File: src/rtl/uart_pkg.sv
// rtl/uart_pkg.sv - shared UART constants and receiver/transmitter state encoding
package uart_pkg;

   localparam int DEFAULT_CLKS_PER_BIT = 120;
   localparam int DATA_BITS            = 8;

   typedef enum logic [2:0] {
      ST_IDLE  = 3'd0,
      ST_START = 3'd1,
      ST_DATA  = 3'd2,
      ST_STOP  = 3'd3,
      ST_BREAK = 3'd4
   } uart_state_t;

endpackage

File: src/rtl/sync_2ff.sv
// rtl/sync_2ff.sv - two-flop synchronizer for a single asynchronous input
module sync_2ff #(
   parameter logic RESET_VAL = 1'b1
) (
   input  logic I_clk,
   input  logic I_reset,
   input  logic I_d,
   output logic O_q
);

   logic meta;

   always_ff @(posedge I_clk) begin
      if (I_reset) begin
         meta <= RESET_VAL;
         O_q  <= RESET_VAL;
      end else begin
         meta <= I_d;
         O_q  <= meta;
      end
   end

endmodule

File: src/rtl/uart_rx.sv
// rtl/uart_rx.sv - 8N1 serial receiver with valid/ack holding register
module uart_rx
   import uart_pkg::*;
#(
   parameter int CLKS_PER_BIT = DEFAULT_CLKS_PER_BIT
) (
   input  logic                 I_clk,
   input  logic                 I_reset,
   input  logic                 I_data,
   input  logic                 I_ack,
   output logic [DATA_BITS-1:0] O_data,
   output logic                 O_valid,
   output logic                 O_frame_err,
   output logic                 O_overrun
);

   localparam logic [7:0] HALF_LAST = 8'(CLKS_PER_BIT / 2 - 1);
   localparam logic [7:0] FULL_LAST = 8'(CLKS_PER_BIT - 1);
   localparam logic [2:0] LAST_BIT  = 3'(DATA_BITS - 1);

   logic                 rx_s;
   uart_state_t          state;
   logic [7:0]           clk_count;
   logic [2:0]           bit_idx;
   logic [DATA_BITS-1:0] shift;
   logic                 stop_sample;

   sync_2ff #(.RESET_VAL(1'b1)) u_sync (
      .I_clk   (I_clk),
      .I_reset (I_reset),
      .I_d     (I_data),
      .O_q     (rx_s)
   );

   assign stop_sample = (state == ST_STOP) && (clk_count == FULL_LAST);

   always_ff @(posedge I_clk) begin
      if (I_reset) begin
         state       <= ST_IDLE;
         clk_count   <= '0;
         bit_idx     <= '0;
         shift       <= '0;
         O_data      <= '0;
         O_valid     <= 1'b0;
         O_frame_err <= 1'b0;
         O_overrun   <= 1'b0;
      end else begin
         // Holding register: a delivery wins over a plain ack in the same cycle
         if (stop_sample) begin
            if (!O_valid || I_ack) begin
               O_data      <= shift;
               O_frame_err <= ~rx_s;
               O_valid     <= 1'b1;
               if (I_ack) O_overrun <= 1'b0;
            end else begin
               O_overrun <= 1'b1;
            end
         end else if (I_ack && O_valid) begin
            O_valid   <= 1'b0;
            O_overrun <= 1'b0;
         end

         case (state)
            ST_IDLE: begin
               clk_count <= '0;
               bit_idx   <= '0;
               if (!rx_s) state <= ST_START;
            end
            ST_START: begin
               if (clk_count == HALF_LAST) begin
                  clk_count <= '0;
                  state     <= rx_s ? ST_IDLE : ST_DATA;
               end else begin
                  clk_count <= clk_count + 8'd1;
               end
            end
            ST_DATA: begin
               if (clk_count == FULL_LAST) begin
                  clk_count <= '0;
                  shift     <= {rx_s, shift[DATA_BITS-1:1]};
                  bit_idx   <= bit_idx + 3'd1;
                  if (bit_idx == LAST_BIT) state <= ST_STOP;
               end else begin
                  clk_count <= clk_count + 8'd1;
               end
            end
            ST_STOP: begin
               if (stop_sample) begin
                  clk_count <= '0;
                  // A low stop bit parks in BREAK so a held-low line cannot retrigger
                  state     <= rx_s ? ST_IDLE : ST_BREAK;
               end else begin
                  clk_count <= clk_count + 8'd1;
               end
            end
            ST_BREAK: begin
               if (rx_s) state <= ST_IDLE;
            end
            default: state <= ST_IDLE;
         endcase
      end
   end

endmodule
File: config.mk
export PLATFORM = sky130hd
export DESIGN_NAME = uart_rx
export DESIGN_NICKNAME = d
export VERILOG_FILES = /design/src/rtl/uart_pkg.sv /design/src/rtl/sync_2ff.sv /design/src/rtl/uart_rx.sv
export SDC_FILE = /design/constraint.sdc
export NUM_CORES = 1
export LEC_CHECK = 0
export CAP_MARGIN = 15
export CORE_ASPECT_RATIO = 0.8
export CORE_MARGIN = 1.5
export CORE_UTILIZATION = 45
export DETAILED_ROUTE_END_ITERATION = 16
export PLACE_DENSITY = 0.74
export SYNTH_ARGS = -nofsm -noshare
export SYNTH_HDL_FRONTEND = slang
export SYNTH_HIERARCHICAL = 1
export SYNTH_SLANG_ARGS = --single-unit
File: constraint.sdc
create_clock -name I_clk -period 1.7 [get_ports I_clk]
set_input_delay 0.17 -clock I_clk [delete_from_list [all_inputs] [get_ports I_clk]]
set_output_delay 0.17 -clock I_clk [all_outputs]
set_load 0.02 [all_outputs]
# [Word level (Yosys, flattened, before mapping)]
# Cells that the tools add are included.
[totals] ff_bits=35 out_inout_bits=11
[classes] addsub=2 eq_ne=15 muxes=21 n_bitwise=1 reduce_logical=14
[ops] op="$pmux 8 s4" n=1
[ops] op="$mux 3" n=8
[ops] op="$mux 8" n=3
[ops] op="$pmux 3 s5" n=1
[ops] op="$ne 2x2->1 const B" n=5
[ops] op="$reduce_and 2->1" n=5
[ops] op="$add 8x1->8 const B" n=1
[ops] op="$eq 8x6->1 const B" n=1
[ops] op="$eq 8x7->1 const B" n=1
[ops] op="$eq 3x2->1 const B" n=2
[ops] op="$eq 3x3->1 const B" n=2
[ops] op="$mux 1" n=6
[ops] op="$pmux 3 s2" n=1
[ops] op="$reduce_and 6->1" n=1
[ops] op="$ne 2x1->1 const B" n=2
[ops] op="$reduce_bool 2->1" n=2
[ops] op="$reduce_bool 4->1" n=1
[ops] op="$add 3x1->3 const B" n=1
[ops] op="$eq 3x1->1 const B" n=1
[ops] op="$logic_not 3->1" n=1
[ops] op="$ne 3x3->1 const B" n=1
[ops] op="$logic_and 1x1->1" n=2
[ops] op="$mux 2" n=1
[ops] op="$logic_not 1->1" n=1
[ops] op="2 further kinds" n=2

# [Longest topological paths before layout]
# Gate-level depths: netlist (run 1).
[logic_depth] ltp_word=4 ltp_mapped=6 ltp_nobuf=5

# [Hierarchy]
# Netlist (run 1), hierarchy kept.
[by_module_without_submodules] mod="uart_rx" instances=1 cells_per_inst=167 area_per_inst_um2=1550.2 seq_area_each_um2=660.6
[by_module_without_submodules] mod="sync_2ff" instances=1 cells_per_inst=4 area_per_inst_um2=52.6 seq_area_each_um2=40.0

# [Worst setup path before layout (run 1)]
# No wires, ideal clock.
[synth_path] path_kind="register to register" startpoint="reg clk_count[0]" endpoint="reg state[0]" setup_ns=0.123 t_arrival_ns=1.703 t_required_ns=1.577 path_slack_ns=-0.126 stages_incl_launch_ff=6 path_buffers=0 period_less_slack_ns=1.826 cell_sequence="dfxtp_1 -> ha_1 -> nor4b_4 -> a2111oi_4 -> a211oi_4 -> mux2_1"
[synth_via] elab_chain_cells=4
[synth_rtl] element="start: declaration" line_no="uart_rx.sv:23" rtl="logic [7:0] clk_count;"
[synth_rtl] element="start signal: assignment" line_no="uart_rx.sv:74" rtl="clk_count <= clk_count + 8'd1;"
[synth_rtl] element="start signal: assignment" line_no="uart_rx.sv:84" rtl="clk_count <= clk_count + 8'd1;"
[synth_rtl] element="start signal: assignment" line_no="uart_rx.sv:93" rtl="clk_count <= clk_count + 8'd1;"
[synth_rtl] element="$eq 8x7->1" line_no="uart_rx.sv:35, uart_rx.sv:78"
[synth_rtl] element="$logic_and 1x1->1" line_no="uart_rx.sv:35" rtl="assign stop_sample = (state == ST_STOP) && (clk_count == FULL_LAST);"
[synth_rtl] element="$ne 2x2->1 (no line)"
[synth_rtl] element="$reduce_and 6->1 (no line) (*)"
[synth_rtl] element="end signal: assignment" line_no="uart_rx.sv:72" rtl="state <= rx_s ? ST_IDLE : ST_DATA;"
[synth_rtl] element="end signal: assignment" line_no="uart_rx.sv:91" rtl="state <= rx_s ? ST_IDLE : ST_BREAK;"
[synth_rtl] element="end: declaration" line_no="uart_rx.sv:22" rtl="uart_state_t state;"
# Mark *: on every way between the ends. The rest lies on a longest branch, timed or not.
# A chain may end at the register's enable or synchronous reset.

# [Worst setup path in the final report (run 1)]
[layout_path] startpoint="reg clk_count[1]" endpoint="reg O_data[2]"
[layout_via] elab_chain_cells=3
[layout_rtl] element="$eq 8x7->1" line_no="uart_rx.sv:35"
[layout_rtl] element="$logic_and 1x1->1" line_no="uart_rx.sv:35"
[layout_rtl] element="$reduce_and 2->1 (no line)"
[layout_rtl] element="end signal: assignment" line_no="uart_rx.sv:51" rtl="O_data <= shift;"
[layout_rtl] element="end: declaration" line_no="uart_rx.sv:11" rtl="output logic [DATA_BITS-1:0] O_data,"
# No other way between the ends.

==> flow_metrics.tcl, run 1 <==
set metrics [dict create \
    status "complete, but fails checks" \
    violations "setup timing" \
    final_layout_size_suffix_gt1_share_pct 21.6 \
    portBuffers 14 \
    dp_slack_ns -0.00250 \
    fillers 283 \
    synthXorXnorAreaFrac_pct 0.546 \
    yosys.area.top_type "dfxtp_1" \
    synthSimpleGateAreaFrac_pct 21.6 \
    reg2reg_from "clk_count[1]" \
    finalHoldViolCount 0 \
    finalSetupViolCount 10 \
    syn_to_final_growth_pct 29.4 \
    p_leak_nw 0.744 \
    htreeDepth 2 \
    slew-limit-headroom_pct 72.7 \
    synth_enable_flop_cells 0 \
    finClkSkew_ns 0.00909 \
    yosysUniqueCellTypes 40 \
    wl_um 3790 \
    yosys_warnings 6 \
    tightest_slew_ns 0.410 \
    critPathCapture "O_data[2]" \
    netlist_instances 171 \
    yosysMostFrequentCell "dfxtp_1" \
    grt_max_degree 26 \
    die_w_um 69.7 \
    drcViolationCount 0 \
    clockBufferDepth 2 \
    cts_buffers 5 \
    peakVddDrop_mv 0.625 \
    synthTopCellsByCount "dfxtp_1 (35), nor2_1 (21), mux2i_1 (18), a21oi_1 (11), nand2_1 (11)" \
    ff_latch_area_um2 704 \
    min_path_type "register to register" \
    avgRoutedWirePerCell_um 15.4 \
    synth_seq_cells 35 \
    drt_iter0_drc 88 \
    synthArstFlopShare_pct 0 \
    grt_pass1_wl_um 6140 \
    grt_pass1_vias 1333 \
    synth_top_area_share_pct 43.7 \
    synth_compound_area_share_pct 14.4 \
    synthAdderAreaFrac_pct 2.34 \
    slew_viol_final 0 \
    initial_core_util_pct 46.8 \
    via_count 1357 \
    synth_top_family_by_area "simple AND/OR/NAND/NOR gates" \
    synthFlopType "dfxtp_1" \
    crit_path_start_kind "register" \
    reg2reg_depth 7 \
    muxShareOfSynthArea_pct 12.6 \
    cts_root_buf "clkbuf_8" \
    period_share_pct 105 \
    fin_ws_ns -0.0857 \
    min_period_ns 1.79 \
    design_area_um2 2070 \
    clkTransAtPathRegs_ns 0.08 \
    dp_hpwl_um 2470 \
    dr.pass1.iters 4 \
    syn_area_um2 1600 \
    dieArea_um2 3930 \
    final_antenna_net_count 0 \
    die_h_um 56.4 \
    reg2reg_slack_ns -0.09 \
    core-area_um2 3420 \
    ys_seq_area_share_pct 43.7 \
    cp-startpoint "clk_count[1]" \
    diodes 0 \
    crit_type "register to register" \
    ctsHoldBuffers 0 \
    antenna_found_initial 0 \
    clock_latency_ns 0.30 \
    max_cap_violations 0 \
    clock-sinks 35 \
    fmax_mhz 560 \
    ioPinCount 15 \
    rsz0062_at_grt "yes" \
    critPathRequiredTime_ns 1.88 \
    end_kind "register" \
    synth_area_per_cell_um2 9.37 \
    multi_input_area_um2 865 \
    track_usage_pct 20.1 \
    critPathArrivalTime_ns 1.96 \
    num_rows 19 \
    layout.nets 210 \
    dpl_cell_area_um2 1880 \
    route.detailed.vias_per_inst 5.52 \
    reg2reg_to "O_data[2]" \
    grt_overflow_total 0 \
    path_max_fanout 5 \
    place_congestion 0.864 \
    power.density_nw_per_um2 993 \
    synth_nets 178 \
    synthTopCellsByArea "dfxtp_1 (44%), mux2i_1 (11%), nor2_1 (4.9%), a21oi_1 (3.4%), o22ai_1 (2.7%)" \
    cts_tree "built" \
]
[flip-flops by register name, summed over array words and instances, names as in the netlist]
signal	cells
O_data	8
O_frame_err	1
O_overrun	1
O_valid	1
bit_idx	3
clk_count	8
shift	8
state	3
u_sync/O_q	1
u_sync/meta	1
[power by group]
| group | internal (mW) | switching [mW] | total [mW] |
|---|---|---|---|
| sequential | 0.850 | 0.0252 | 0.875 |
| clock | 0.444 | 0.338 | 0.782 |
| combinational | 0.212 | 0.190 | 0.402 |
[layout make-up]
type	count	area share, %
Multi-Input combinational cell	120	41.7
Clock buffer	5	3.32
Timing Repair Buffer	37	15.4
Inverter	4	0.724
Clock inverter	3	2.29
Sequential cell	35	34.0
Tap cell	42	2.53
[layer usage]
layer	GRT usage [%]	up-vias	share of wire, %	wire length [um]
met5	0	-	0	0
met1	23.4	642	43	1610
met2	35.3	45	50	1890
met4	7.69	0	1.2	45
met3	5.92	6	6.4	241
li1	-	664	-	-
[timing repair]
| item | 4_1_cts | 5_1_grt |
|---|---|---|
| cloned | 1 | 1 |
| gates resized for setup | 8 | 6 |
| pin swaps | 2 | 9 |
| buffers inserted | 3 | 1 |
| setup endpoints to repair | 6 | 21 |
[stage by stage]
step | util, % | std cells | power, mW | hold WS, ns | TNS, ns
after global placement | 55.0 | 232 | 1.21 | 0.397 | 0
after detailed placement | 55.0 | 232 | 1.23 | 0.424 | -0.00250
after CTS | 59.9 | 244 | 2.03 | 0.443 | -0.0400
after floorplan | - | 171 | 1.11 | 0.267 | -0.0712
final | 60.6 | 246 | 2.06 | 0.432 | -0.167
after global routing | 60.6 | 246 | 2.15 | 0.457 | -1.70
[how the worst min path moves through the flow]
stage / from / endpoint / slack, ns / depth (start not counted)
global route: u_sync/meta / u_sync/O_q / 0.46 / 1
CTS: u_sync/meta / u_sync/O_q / 0.44 / 1
floorplan: I_reset / u_sync/O_q / 0.27 / 1
detailed placement: u_sync/meta / u_sync/O_q / 0.42 / 1
global placement: u_sync/meta / u_sync/O_q / 0.40 / 1
finish: u_sync/meta / u_sync/O_q / 0.43 / 1
[placed cells by master (no fill, tap or decap), drive strengths merged, types with 3 or more instances in the layout]
cell / count
dfxtp: 35
buf: 23
nor2: 21
mux2i: 18
clkdlybuf4s50: 14
nand2: 11
a21oi: 11
nor3: 7
o22ai: 7
clkbuf: 5
inv: 5
nand2b: 4
nor2b: 4
nand3: 3
ha: 3
[worst max-delay path, cell delays in order, from the launching register on]
cell and delay, ns:
dfxtp_2 0.36, ha_4 0.14, nand4b_1 0.13, buf_6 0.17
nor4b_4 0.34, buf_6 0.19, mux2i_2 0.26, nor2_1 0.07
[logic make-up (layout without fill, tap and decap cells)]
| group | after synthesis | count (layout) |
|---|---|---|
| simple gates | 65 | 65 |
| xor+xnor | 1 | 1 |
| fa+ha+maj | 3 | 3 |
| buf+inv | 16 | 49 |
| compound gates | 31 | 31 |
| flops | 35 | 35 |
| mux | 20 | 20 |
(Power assumes the default switching activity.)
==> run 2, diff against run 1 <==
- PLACE_DENSITY: 0.74 -> 0.8
==> run 2 against run 1 <==
  * The flow now finishes without violations
  * Power decreased by 4.5%
  * Non-clock buffer count decreased by 3
  * Sequential power increased by 3.1%
  * Critical path type unchanged
  * Final area decreased by 1.3%
==> flow_metrics.tcl, run 2 (synthesized netlist as in run 1, its figures left out) <==
set metrics [dict create \
    status "finished clean" \
    combPwrFrac_pct 15.1 \
    period_share_pct 100 \
    cp_slowest_cell "dfxtp_2" \
    crit_family "simple AND/OR/NAND/NOR gates" \
    crit_path_start_kind "register" \
    hold_depth 1 \
    ctsHoldBuffers 0 \
    ioPinCount 15 \
    p_sw_mw 0.516 \
    core-area_um2 3420 \
    min_period_ns 1.70 \
    p_total_mw 1.97 \
    placed_cells 232 \
    finClkSkew_ns 0.00756 \
    cts_root_buf "clkbuf_8" \
    route.detailed.vias_per_inst 5.34 \
    reg2reg_slack_ns 0.0007 \
    portBuffers 14 \
    clkTransAtPathRegs_ns 0.07 \
    tightest_slew_ns 0.401 \
    p_leak_nw 0.732 \
    max_stage_delay_ns 0.36 \
    syn_to_final_growth_pct 27.7 \
    pwr-share-seq_pct 45.8 \
    reg2reg_from "clk_count[0]" \
    worstPathCellList "ha_4 > nand4b_1 > buf_6 > nor4b_4 > buf_4 > mux2i_1 > nor2_1" \
    tns_ns 0 \
    drcViolationCount 0 \
    intPower_mw 1.45 \
    antenna_found_initial 0 \
    clockBufferDepth 2 \
    max_cap_violations 0 \
    critPathRequiredTime_ns 1.88 \
    via_count 1298 \
    htreeDepth 2 \
    fmax_mhz 588 \
    slew-limit-headroom_pct 73.2 \
    final_antenna_net_count 0 \
    dr.pass1.iters 4 \
    diodes 0 \
    finalSetupViolCount 0 \
    avgRoutedWirePerCell_um 13.3 \
    hold_end "u_sync/O_q" \
    crit_buf_inv 2 \
    peakVddDrop_mv 0.705 \
    place_congestion 0.794 \
    clock-sinks 35 \
    clock_latency_ns 0.29 \
    dp_hpwl_um 2100 \
    reg2reg_depth 7 \
    end_kind "register" \
    wl_um 3220 \
    die_w_um 69.7 \
    power.density_nw_per_um2 961 \
    fillers 305 \
    min_path_type "register to register" \
    grt_pass1_vias 1235 \
    initial_core_util_pct 46.8 \
    layout.nets 207 \
    num_rows 19 \
    cts_buffers 5 \
    most-common-layout-cells "dfxtp_1 (32), nor2_1 (21), mux2i_1 (18), buf_4 (18), clkdlybuf4s50_1 (14)" \
    sw_frac_of_total_pct 26.2 \
    finalHoldViolCount 0 \
    final_common_cell "dfxtp_1" \
    final_layout_size_suffix_gt1_share_pct 19.4 \
    drt_iter0_drc 68 \
    clkPwrFrac_pct 39.1 \
    grt_max_degree 18 \
    critPathArrivalTime_ns 1.88 \
    reg2reg_to "O_data[7]" \
    slew_viol_final 0 \
    grt_overflow_total 0 \
    grt_pass1_wl_um 5590 \
    crit_type "register to register" \
    min-delay-start "u_sync/meta" \
    instances_no_fill 243 \
    cts_tree "built" \
    track_usage_pct 17.9 \
    path_max_fanout 6 \
    dieArea_um2 3930 \
    rsz0062_at_grt "yes" \
    reg_top3 "O_data: 8 flops, clk_count: 8 flops, shift: 8 flops" \
    die_h_um 56.4 \
]
-- run 2: cell types whose count changed in the layout (fill, tap and decap cells not counted), sizes merged --
cell / before / now
buf: 23 / 20
-- run 2: worst max path at each step --
stage | from | end | slack [ns] | cells past startpoint
after floorplan | clk_count[1] | state[0] | -0.04 | 6
after global placement | clk_count[1] | O_frame_err | 0.05 | 7
after detailed placement | clk_count[1] | O_data[3] | -0.04 | 7
after CTS | clk_count[1] | O_data[3] | 0.01 | 7
after global routing | clk_count[1] | O_data[4] | -0.13 | 7
final | clk_count[0] | O_data[7] | 0.0007 | 7
-- run 2: per-stage QoR --
step                setup slack (ns)  util [%]  area [um2]  hold slack (ns)
floorplan                    -0.0356         -        1620            0.267
global placement              0.0469      55.0        1880            0.388
detailed placement           -0.0440      55.0        1880            0.398
CTS                           0.0120      59.1        2020            0.417
global route                  -0.134      59.8        2050            0.427
finish                      0.000697      59.8        2050            0.411
-- run 2: repair_timing --
action | in CTS | in global routing
resized for setup | 5 | 4
setup buffers | 0 | 2
pin swaps | 1 | 6
setup endpoints to repair | 10 | 22
gates cloned | 1 | 0
hold endpoints to repair | 0 | 0
-- run 2: final cells by class --
class                      instances  area, um2  area share, %
tap                               42       52.6           2.57
sequential                        35        707           34.5
clock buffer                       5       68.8           3.36
inverter                           4       15.0          0.733
clock inverter                     3       47.5           2.32
timing repair buffer              34        298           14.5
multi-input combinational        120        858           41.9
-- run 2: metal layers --
metal / up-vias / part of all wire [%] / global-route usage (%)
met5: - / 0 / 0
met4: 0 / 0.93 / 4.95
met3: 6 / 4.5 / 5.92
met2: 34 / 47 / 29.8
met1: 599 / 48 / 22.3
li1: 659 / - / -
-- run 2: power groups by stage --
stage,clock network (mW),registers [mW],logic (mW)
detailed placement,0,0.916,0.270
finish,0.770,0.902,0.296
floorplan,0,0.885,0.225
global placement,0,0.912,0.270
CTS,0.788,0.903,0.274
global route,0.833,0.907,0.325
==> run 3, diff against run 2 <==
- PLACE_DENSITY: 0.8 -> unset
- PLACE_DENSITY_LB_ADDON: unset -> 0.15
- SLEW_MARGIN: unset -> 20
==> run 3 against run 2 <==
  * The run now ends with setup timing left
  * Die area is the same
  * Fmax decreased by 1.8%
  * Utilization decreased by 0.66 points
  * Sequential power is 2% lower
  * Via count increased by 0.54%
  * Clock power shrank 26%
  * First-iteration DRC count up 93%
  * Final area decreased by 1.1%
  * Worst setup slack got worse by 0.032 ns
  * Sequential share of layout area is 0.20 points higher
  * Combinational power increased by 19%
  * Sequential cell count stayed put
  * Largest cell class unchanged
==> flow_metrics.tcl, run 3 (synthesized netlist as in run 1, its figures left out) <==
set metrics [dict create \
    hold_depth 1 \
    reg_top3 "O_data: 8 flops, clk_count: 8 flops, shift: 8 flops" \
    cts_buffers 5 \
    antenna_found_initial 0 \
    combPwrFrac_pct 19.5 \
    grt_pass1_wl_um 5660 \
    worst_hold_slack_ns 0.416 \
    num_rows 19 \
    design_area_um2 2020 \
    route.detailed.vias_per_inst 5.33 \
    finClkSkew_ns 0.00578 \
    slew-limit-headroom_pct 69.4 \
    max_cap_violations 0 \
    most-common-layout-cells "dfxtp_1 (33), nor2_1 (21), buf_4 (20), mux2i_1 (17), clkdlybuf4s50_1 (14)" \
    p_total_mw 1.81 \
    reg2reg_to "O_data[0]" \
    grt_max_degree 25 \
    p_leak_nw 0.728 \
    status "complete, but fails checks" \
    place_congestion 0.819 \
    pwr-share-seq_pct 48.9 \
    sw_frac_of_total_pct 26.7 \
    fillers 306 \
    portBuffers 14 \
    avgRoutedWirePerCell_um 13.6 \
    htreeDepth 2 \
    layout.nets 209 \
    intPower_mw 1.33 \
    min-delay-start "u_sync/meta" \
    dp_slack_ns 0.0243 \
    min_path_type "register to register" \
    grt_pass1_vias 1226 \
    path_max_fanout 4 \
    finalSetupViolCount 8 \
    wl_um 3320 \
    core-area_um2 3420 \
    tns_ns -0.118 \
    final_antenna_net_count 0 \
    initial_core_util_pct 46.8 \
    cts_tree "built" \
    ioPinCount 15 \
    clkTransAtPathRegs_ns 0.07 \
    via_count 1305 \
    slew_viol_final 0 \
    instances_no_fill 245 \
    final_util_pct 59.1 \
    clockBufferDepth 2 \
    syn_to_final_growth_pct 26.3 \
    fin_ws_ns -0.0308 \
    min_period_ns 1.73 \
    period_share_pct 102 \
    reg2reg_depth 7 \
    hold_end "u_sync/O_q" \
    grt_overflow_total 0 \
    placed_cells 233 \
    drt_iter0_drc 131 \
    dp_hpwl_um 2350 \
    clkPwrFrac_pct 31.5 \
    dr.pass1.iters 4 \
    critPathRequiredTime_ns 1.87 \
    reg2reg_slack_ns -0.03 \
    critPathArrivalTime_ns 1.90 \
    crit_type "register to register" \
    finalHoldViolCount 0 \
    rsz0062_at_grt "yes" \
    dpl_cell_area_um2 1890 \
    cts_root_buf "clkbuf_8" \
    tightest_slew_ns 0.457 \
    end_kind "register" \
    final_layout_size_suffix_gt1_share_pct 19.7 \
    p_sw_mw 0.482 \
    die_h_um 56.4 \
    diodes 0 \
    reg2reg_from "clk_count[1]" \
    peakVddDrop_mv 0.619 \
    track_usage_pct 18.3 \
    crit_path_start_kind "register" \
    drcViolationCount 0 \
    clock_latency_ns 0.29 \
    violations "setup timing" \
    final_common_cell "dfxtp_1" \
    fmax_mhz 578 \
    clock-sinks 35 \
    power.density_nw_per_um2 893 \
    die_w_um 69.7 \
    dieArea_um2 3930 \
]
==> run 3: worst max-delay path by stage <==
stage	startpoint	end
floorplan	clk_count[1]	state[0]
global placement	clk_count[1]	O_data[0]
detailed placement	clk_count[1]	O_data[5]
CTS	clk_count[1]	O_data[5]
global route	clk_count[1]	O_data[0]
finish	clk_count[1]	O_data[0]
==> run 3: repair_timing <==
item / 4_1_cts / 5_1_grt
setup endpoints to repair: 0 / 23
setup buffers: 0 / 3
hold buffers: 0 / 0
resized for setup: 0 / 9
==> run 3: routing by layer <==
layer,GRT usage (%),routed length (um),share of wire (%),vias to the layer above
met1,24.6,1660,50,613
met2,27.6,1460,44,30
met4,6.04,16,0.48,0
met3,6.64,183,5.5,2
li1,-,-,-,660
met5,0,0,0,-
==> run 3: worst max-delay path, stage by stage (launching register included) <==
cell and delay, ns:
dfxtp_2 0.37, ha_4 0.15, nand4b_1 0.14, buf_6 0.17, nor4b_4 0.32, buf_4 0.22, mux2i_1 0.19, nor2_1 0.07
==> run 3: cell type report <==
cell class | instances | area (um2) | share of cell area [%]
multi-input cells | 120 | 857 | 42.3
flip-flops and latches | 35 | 703 | 34.7
repair buffers | 36 | 313 | 15.5
clock buffers | 5 | 68.8 | 3.40
well taps | 42 | 52.6 | 2.60
clock inverters | 3 | 15.0 | 0.742
inverters | 4 | 15.0 | 0.742
==> run 3: power groups by stage <==
stage | registers [mW] | logic [mW] | clock network [mW]
2_1_floorplan | 0.885 | 0.225 | 0
3_3_place_gp | 0.902 | 0.310 | 0
3_5_place_dp | 0.905 | 0.316 | 0
4_1_cts | 0.886 | 0.320 | 0.590
5_1_grt | 0.889 | 0.385 | 0.639
6_report | 0.885 | 0.353 | 0.570
